File: src/rtl/rom_burst_arbiter.sv
// Round-robin burst arbiter sharing one registered-read ROM between NUM_REQ requesters.
// Beats return through a 2-entry response FIFO tagged with requester id and last flag.
module rom_burst_arbiter #(
  parameter int NUM_REQ    = 4,
  parameter int ADDR_WIDTH = 29,
  parameter int DATA_WIDTH = 64,
  parameter int ID_WIDTH   = $clog2(NUM_REQ)
) (
  input  logic                          clk,
  input  logic                          rst,
  input  logic [NUM_REQ-1:0]            req_valid,
  output logic [NUM_REQ-1:0]            req_ready,
  input  logic [NUM_REQ*ADDR_WIDTH-1:0] req_addr,
  input  logic [NUM_REQ*8-1:0]          req_len,
  output logic                          rom_en,
  output logic [ADDR_WIDTH-1:0]         rom_addr,
  input  logic [DATA_WIDTH-1:0]         rom_data,
  output logic                          rsp_valid,
  input  logic                          rsp_ready,
  output logic [DATA_WIDTH-1:0]         rsp_data,
  output logic [ID_WIDTH-1:0]           rsp_id,
  output logic                          rsp_last,
  output logic                          busy
);

  typedef enum logic {IDLE, BURST} state_t;

  state_t                state, state_nxt;
  logic [ID_WIDTH-1:0]   last_grant;
  logic                  win_found;
  logic [ID_WIDTH-1:0]   win_id;
  logic [ADDR_WIDTH-1:0] win_addr;
  logic [7:0]            win_len;
  logic                  handshake;

  logic [ADDR_WIDTH-1:0] cur_addr;
  logic [7:0]            beats_left;
  logic [ID_WIDTH-1:0]   cur_id;

  logic                  issue;
  logic                  pop;
  logic                  push;
  logic [1:0]            count;

  logic                  vld_p0;
  logic [ID_WIDTH-1:0]   id_p0;
  logic                  last_p0;
  logic [ADDR_WIDTH-1:0] rom_addr_p0;

  logic [DATA_WIDTH-1:0] fifo_data [2];
  logic [ID_WIDTH-1:0]   fifo_id   [2];
  logic                  fifo_last [2];
  logic                  wr_ptr;
  logic                  rd_ptr;

  // Distance of requester k from the slot just after the previous winner.
  function automatic int rr_dist(input int k, input int lg);
    return (k + NUM_REQ - 1 - lg) % NUM_REQ;
  endfunction

  always_comb begin : arbitrate
    int best;
    best      = NUM_REQ;
    win_found = 1'b0;
    win_id    = '0;
    win_addr  = '0;
    win_len   = '0;
    for (int k = 0; k < NUM_REQ; k++) begin
      if (req_valid[k] && (rr_dist(k, int'(last_grant)) < best)) begin
        best      = rr_dist(k, int'(last_grant));
        win_found = 1'b1;
        win_id    = ID_WIDTH'(k);
        win_addr  = req_addr[k*ADDR_WIDTH +: ADDR_WIDTH];
        win_len   = req_len[k*8 +: 8];
      end
    end
  end

  assign pop = rsp_valid & rsp_ready;
  // A beat may only issue if the FIFO can absorb it once it returns, counting this cycle's pop.
  assign issue = (state == BURST) && !rst &&
                 (({1'b0, count} + {2'b00, vld_p0}) < (3'd2 + {2'b00, pop}));
  assign handshake = (state == IDLE) && win_found && !rst;

  always_comb begin
    state_nxt = state;
    req_ready = '0;
    case (state)
      IDLE: begin
        if (handshake) begin
          req_ready = NUM_REQ'(1) << win_id;
          state_nxt = BURST;
        end
      end
      BURST: begin
        if (issue && (beats_left == 8'd0)) begin
          state_nxt = IDLE;
        end
      end
      default: state_nxt = IDLE;
    endcase
  end

  always_ff @(posedge clk) begin
    if (rst) begin
      state      <= IDLE;
      last_grant <= ID_WIDTH'(NUM_REQ - 1);
    end else begin
      state <= state_nxt;
      if (handshake) begin
        last_grant <= win_id;
      end
    end
  end

  always_ff @(posedge clk) begin
    if (handshake) begin
      cur_addr   <= win_addr;
      beats_left <= win_len;
      cur_id     <= win_id;
    end else if (issue) begin
      cur_addr   <= cur_addr + 1'b1;
      beats_left <= beats_left - 8'd1;
    end
  end

  assign rom_en   = issue;
  assign rom_addr = issue ? cur_addr : rom_addr_p0;

  // Stage p0: beat issued to the ROM, data arrives on rom_data next cycle.
  always_ff @(posedge clk) begin
    if (rst) begin
      vld_p0      <= 1'b0;
      rom_addr_p0 <= '0;
    end else begin
      vld_p0 <= issue;
      if (issue) begin
        rom_addr_p0 <= cur_addr;
      end
    end
  end

  always_ff @(posedge clk) begin
    if (issue) begin
      id_p0   <= cur_id;
      last_p0 <= (beats_left == 8'd0);
    end
  end

  // Stage p1: ROM word captured into the response FIFO.
  assign push = vld_p0;

  always_ff @(posedge clk) begin
    if (push) begin
      fifo_data[wr_ptr] <= rom_data;
      fifo_id[wr_ptr]   <= id_p0;
      fifo_last[wr_ptr] <= last_p0;
    end
  end

  always_ff @(posedge clk) begin
    if (rst) begin
      wr_ptr <= 1'b0;
      rd_ptr <= 1'b0;
      count  <= 2'd0;
    end else begin
      if (push) begin
        wr_ptr <= ~wr_ptr;
      end
      if (pop) begin
        rd_ptr <= ~rd_ptr;
      end
      case ({push, pop})
        2'b10:   count <= count + 2'd1;
        2'b01:   count <= count - 2'd1;
        default: count <= count;
      endcase
    end
  end

  // Outputs read as zero while the FIFO is empty.
  assign rsp_valid = (count != 2'd0);
  assign rsp_data  = rsp_valid ? fifo_data[rd_ptr] : '0;
  assign rsp_id    = rsp_valid ? fifo_id[rd_ptr]   : '0;
  assign rsp_last  = rsp_valid ? fifo_last[rd_ptr] : 1'b0;

  assign busy = (state == BURST) | vld_p0 | (count != 2'd0);

endmodule

File: config.mk
export PLATFORM = sky130hd
export DESIGN_NAME = rom_burst_arbiter
export DESIGN_NICKNAME = d
export VERILOG_FILES = /design/src/rtl/rom_burst_arbiter.sv
export SDC_FILE = /design/constraint.sdc
export NUM_CORES = 1
export LEC_CHECK = 0
export BUFFER_PORTS_ARGS = -buffer_cell sky130_fd_sc_hd__buf_4
export CORE_UTILIZATION = 29
export CTS_BUF_LIST = sky130_fd_sc_hd__clkbuf_8
export CTS_CLUSTER_DIAMETER = 200
export DETAILED_ROUTE_END_ITERATION = 7
export SYNTH_ARGS = -nofsm -noshare
export SYNTH_HDL_FRONTEND = slang
export SYNTH_SLANG_ARGS = --single-unit
File: constraint.sdc
create_clock -name clk -period 20.4 [get_ports clk]
set_clock_uncertainty 0.15 [all_clocks]
set_input_delay 5.1 -clock clk [delete_from_list [all_inputs] [get_ports clk]]
set_output_delay 5.1 -clock clk [all_outputs]
set_load 0.02 [all_outputs]
## Word-level counts from Yosys, hierarchy flattened

Memory sizes are Yosys's and may differ from the RTL's. A register that Yosys moved wholly into a read port is not among the register bits.
Cells that the tools add are included.

- Add/subtract/negate cells: 10
- Order comparisons: 5
- Eq/ne operators: 2
- Shift operators: 1
- Mux-type cells: 40
- Bitwise operators: 10
- Reduce and logical (&&, ||, !) cells: 18

Operators by type and width:

| operator | number |
|---|---|
| two-way mux 29 bit | 7 |
| less-than comparator 3 x 32 -> 1 bit | 3 |
| two-way mux 32 bit | 3 |
| two-way mux 64 bit | 1 |
| two-way mux 8 bit | 6 |
| adder 29 x 1 -> 29 bit (second input constant) | 1 |
| two-way mux 1 bit | 16 |
| subtractor 3 x 2 -> 4 bit (first input constant) | 3 |
| logical AND 1 bit | 9 |
| zero test 8 bit | 1 |
| two-way mux 4 bit | 2 |
| OR reduction 2 bit | 4 |
| subtractor 8 x 1 -> 8 bit (second input constant) | 1 |
| two-way mux 2 bit | 3 |
| nonzero test 2 bit | 3 |
| bitwise AND 1 bit | 5 |
| less-than comparator 3 x 4 -> 1 bit (second input constant) | 1 |
| one-hot mux 2 bit (2 select lines) | 1 |
| << shifter 1 x 2 -> 4 bit (first input constant) | 1 |
| adder 2 x 1 -> 3 bit | 1 |
| adder 2 x 1 -> 3 bit (first input constant) | 1 |
| less-than comparator 3 bit | 1 |
| NOT 1 bit | 3 |
| subtractor 2 x 2 -> 3 bit (first input constant) | 1 |
| 7 further kinds | 8 |

- Register bits: 79
- RAM bits: 134
- Bits of input ports: 219
- Output and inout port bits: 103
- Logic and storage cells: 101
- Memories kept: 3

Memory list:

| name | words | bits a word | read ports | clocked after Yosys merged registers in | write ports | RTL line | RTL |
|---|---|---|---|---|---|---|---|
| fifo_data | 2 | 64 | 1 | 1 | 1 | 50 | `logic [DATA_WIDTH-1:0] fifo_data [2];` |
| fifo_id | 2 | 2 | 1 | 1 | 1 | 51 | `logic [ID_WIDTH-1:0] fifo_id [2];` |
| fifo_last | 2 | 1 | 1 | 1 | 1 | 52 | `logic fifo_last [2];` |

## Depth between registers and ports, before layout

- Depth in word-level cells: 19
- Mapped depth: 23
- Gate-level depth less buffers: 18

## Worst setup path after synthesis

Ideal clock, no wire load.

- Path kind: input port to output port
- From: input port req_valid[0]
- To: output port req_ready[0]
- Data arrival time: 8960 ps
- Required time: 15150 ps
- Setup slack: 6190 ps
- Cell stages on the path: 22
- Path buffers: 5
- Cells stage by stage: nand2b_1 > ha_1 > a21o_1 > a21oi_1 > clkbuf_1 > nor2_1 > a21oi_1 > ha_1 > o22ai_1 > a22o_1 > buf_6 > clkbuf_1 > nand2_1 > o21a_1 > ha_1 > a21oi_1 > o21a_1 > o31ai_4 > buf_6 > buf_6 > nand2_1 > nor3_1

- Word-level cells in the longest chain between the ends: 15
- Elaborated cells between the ends (all ways): 22
- Classes of those cells: order compare (3); shift (1); mux (12); reduce/logical (6)

Ends and longest elaborated chain:

| element | RTL line | RTL |
|---|---|---|
| start: declaration | 11 | `input logic [NUM_REQ-1:0] req_valid,` |
| logical AND 1 bit * | 69 | `if (req_valid[k] && (rr_dist(k, int'(last_grant)) < best)) begin` |
| two-way mux 32 bit | 69 |  |
| less-than comparator 3 x 32 -> 1 bit | 69 |  |
| logical AND 1 bit | 69 |  |
| two-way mux 32 bit | 69 |  |
| less-than comparator 3 x 32 -> 1 bit | 69 |  |
| logical AND 1 bit | 69 |  |
| two-way mux 32 bit | 69 |  |
| less-than comparator 3 x 32 -> 1 bit | 69 |  |
| logical AND 1 bit | 69 |  |
| two-way mux 1 bit | 69 |  |
| logical AND 1 bit (2 in series) | 83 | `assign handshake = (state == IDLE) && win_found && !rst;` |
| two-way mux 4 bit * | 90 | `if (handshake) begin` |
| two-way mux 4 bit * | 88 | `case (state)` |
| end: declaration | 12 | `output logic [NUM_REQ-1:0] req_ready,` |

Every way passes the cells marked *; elsewhere a longest branch is shown, timed or not.

## Worst setup path in the final report

Same ends and word-level chain as after synthesis.

==> flow_summary.json <==
{
  "outcome": "complete, no violations",
  "gp_congestion": 0.811,
  "required_ns": 15.15,
  "via_count": 7666,
  "comb_power_share_pct": 38.0,
  "hold_path_class": "flip-flop to flip-flop",
  "r2r_cells": 20,
  "cp_cell_sequence": "buf_4, nand2b_1, ha_1, a21o_1, a21oi_4, nor2_1, a21oi_1, ha_1, o22ai_1, a22o_1, buf_4, nand2_1, o21a_1, ha_1, a21oi_1, o21a_1, o31ai_4, buf_4, nand2_1, nor3_1, buf_4",
  "multi_input_area_um2": 3650,
  "p_leak_uw": 0.00527,
  "finalMaxSlewViolations": 0,
  "portBuffers": 321,
  "dr_wl_met3_mm": 2.45,
  "met1Wirelength_mm": 12.0,
  "clkSinkCount": 214,
  "diodes": 0,
  "synth_top_area_share_pct": 53.1,
  "max_slew_margin_pct": 27.4,
  "cpPeakStageDelay_ns": 0.80,
  "syn-num-nets": 1011,
  "synth.largest_area_cell": "edfxtp_1",
  "crit_end": "req_ready[0]",
  "drive_above_1_share_pct": 37.5,
  "path_clk_slew_ns": 0.05,
  "synthTopCellsByArea": "edfxtp_1 53%, dfxtp_1 7.6%, mux2i_1 6.7%, a221o_1 3.7%, nor2_1 3.5%",
  "end_kind": "primary output",
  "cpMostUsedCell": "buf_4",
  "synth_warnings": 0,
  "fmax_mhz": 66.6,
  "synth_cells": 783,
  "reg2reg_from": "last_grant[1]$_SDFFE_PP1P_",
  "synthesis.area_um2": 9960,
  "worstMarginPinSlew_ns": 1.09,
  "crit_path_start": "req_valid[0]",
  "fin_nets": 1329,
  "routed_wl_mm": 29.1,
  "synth-seq-cells": 214,
  "p_int_uw": 1010,
  "fin_total_pwr_uw": 1580,
  "start_util_pct": 29.6,
  "fin_cells": 1577,
  "first_global_vias": 7808,
  "worst-path-buf-inv": 4,
  "pre_cts_ws_ns": 5.32,
  "maxCapViolations": 0,
  "fillers": 3234,
  "max-vdd-ir-drop_v": 0.0000521,
  "r2r_end": "cur_addr[23]$_DFFE_PP_",
  "cp.depth": 21,
  "period_minus_slack_ns": 15.02,
  "die_area_um2": 35100,
  "top_layer": "met5",
  "hold_ws_ns": 0.298,
  "synth_async_sr_flop_share_pct": 0,
  "die_x_um": 187,
  "ctsResizeCount": 0,
  "first_iter_violations": 357,
  "io_pins": 322,
  "grt_usage_pct": 16.3,
  "gr-total-overflow": 0,
  "seq_area_frac_synth_pct": 60.7,
  "antenna_left": 0,
  "synth-edff-count": 176,
  "synthToLayoutAreaGrowth_pct": 36.3,
  "post_cts_buffers": 0,
  "rrSetupSlack_ns": 14.59,
  "grt_max_degree": 74,
  "cp_max_fo": 42,
  "cellPowerDensity_nw_per_um2": 116,
  "finalCritPeriodShare_pct": 73.6,
  "placed_cells": 1507,
  "die_height_um": 187,
  "worstPathArrival_ns": 9.77,
  "cts_root_buf": "clkbuf_8",
  "avgSynthCellArea_um2": 12.7,
  "rsz0062_at_grt": "false",
  "tns_ns": 0,
  "antenna_found_initial": 1,
  "power_frac_seq_pct": 36.5,
  "met2WireLength_mm": 13.4,
  "wl_per_cell_um": 18.4,
  "cts.htree.levels": 2,
  "power.switching_uw": 570,
  "switching_share_pct": 36.1,
  "final-seq-area_um2": 6050,
  "ctsHoldBuffers": 0,
  "finalHoldViolations": 0,
  "vias_per_cell": 4.86,
  "coreArea_um2": 33600,
  "synth_cell_type_count": 46,
  "startpoint_type": "input port",
  "setup_slack_ns": 5.38,
  "synthFlopType": "edfxtp_1",
  "drc": 0,
  "grt_pass1_wl_mm": 44.2,
  "firstDrtPassIters": 4,
  "pwr-share-clk_pct": 25.6,
  "dp_hpwl_mm": 20.4,
  "finalSetupViolCount": 0,
  "rows": 67,
  "cp_top_family": "compound AO/OA/AOI/OAI gates",
  "cts_tree": "done",
  "clk_latency_ns": 0.53,
  "numCtsBuffers": 40,
  "cp_slowest_cell": "a21oi_4",
  "critPathKind": "input port to primary output",
  "cts_buffer_depth": 3
}
-- worst register-to-register path, delay by kind of cell (launching register included) --
| kind | cells | cell delay [ns] |
|---|---|---|
| adder cells (fa/ha/maj) | 3 | 0.86 |
| flip-flops | 1 | 0.36 |
| AND/OR/NAND/NOR | 3 | 0.94 |
| buffers and inverters | 3 | 0.74 |
| XOR/XNOR | 1 | 0.26 |
| AO/OA/AOI/OAI | 10 | 2.36 |
-- metal layers --
metal  vias up  track usage (%)
met4         2             7.38
met5         -                0
met1      3607             19.6
met3        68             4.92
li1       3636                -
met2       353             26.6
-- cells in the mapped netlist, types with 4 or more instances --
cell	number
a21oi_1	46
a221o_1	37
a22oi_1	30
buf_1	15
buf_2	14
clkbuf_1	24
dfxtp_1	38
edfxtp_1	176
ha_1	9
inv_1	13
mux2_2	29
mux2i_1	67
nand2_1	17
nand3_1	12
nand4_1	9
nor2_1	92
nor2b_1	29
nor3_1	7
nor4_1	7
o211ai_1	34
o21a_1	4
o21ai_0	5
xnor2_1	19
xor2_1	17
-- placed cells by master (no fill, tap or decap), types with 34 or more instances in the layout --
cell type	n
a21oi_1	45
mux2i_1	67
edfxtp_1	176
buf_4	332
dfxtp_1	37
a221o_1	37
clkbuf_8	42
o211ai_1	34
nor2_1	90
-- power groups by stage --
stage               sequential [uW]  clock, uW  combinational [uW]
detailed placement              586          0                 606
CTS                             577        421                 607
global placement                585          0                 599
global route                    581        438                 648
floorplan                       563          0                 392
finish                          576        404                 600
-- stage by stage --
| step | utilization [%] | instance area (um2) |
|---|---|---|
| finish | 40.4 | 13600 |
| global route | 40.4 | 13600 |
| CTS | 40.4 | 13600 |
| detailed placement | 38.1 | 12800 |
| global placement | 38.1 | 12800 |
| floorplan | - | 9960 |
-- how the worst min path moves through the flow --
stage	startpoint	endpoint	slack [ns]	cells after the start
2_1_floorplan	cur_id[0]$_DFFE_PP_	id_p0[0]$_DFFE_PP_	0.25	0
3_3_place_gp	id_p0[0]$_DFFE_PP_	fifo_id[0][0]$_DFFE_PP_	0.28	0
3_5_place_dp	id_p0[0]$_DFFE_PP_	fifo_id[0][0]$_DFFE_PP_	0.29	0
4_1_cts	id_p0[1]$_DFFE_PP_	fifo_id[1][1]$_DFFE_PP_	0.28	0
5_1_grt	id_p0[0]$_DFFE_PP_	fifo_id[0][0]$_DFFE_PP_	0.30	0
6_report	id_p0[0]$_DFFE_PP_	fifo_id[0][0]$_DFFE_PP_	0.30	0
-- cell families (layout without fill, tap and decap cells) --
| family | count (synthesis) | count (layout) | share of synthesized area, % |
|---|---|---|---|
| xor gates and xnor gates | 36 | 36 | 3.17 |
| buffers and inverters | 69 | 415 | 3.00 |
| adders and majority gates | 9 | 9 | 1.13 |
| and+or+nand+nor | 191 | 191 | 9.43 |
| DFF | 214 | 214 | 60.7 |
| AOI/OAI and AO/OA | 168 | 168 | 12.5 |
| muxes | 96 | 96 | 10.0 |
-- sequential cells by signal, indices dropped and copies added (netlist names), 2 cells and up, named ones only --
| name | flops |
|---|---|
| fifo_data | 128 |
| cur_addr | 29 |
| rom_addr_p0 | 29 |
| beats_left | 8 |
| fifo_id | 4 |
| count | 2 |
| cur_id | 2 |
| fifo_last | 2 |
| id_p0 | 2 |
| last_grant | 2 |
-- final cells by class --
type,count,share of cell area (%)
Multi-Input combinational cell,500,26.9
Clock buffer,42,4.26
Clock inverter,28,1.42
Sequential cell,214,44.6
Tap cell,448,4.13
Timing Repair Buffer,332,18.4
Inverter,13,0.360
(Power assumes the default switching activity.)
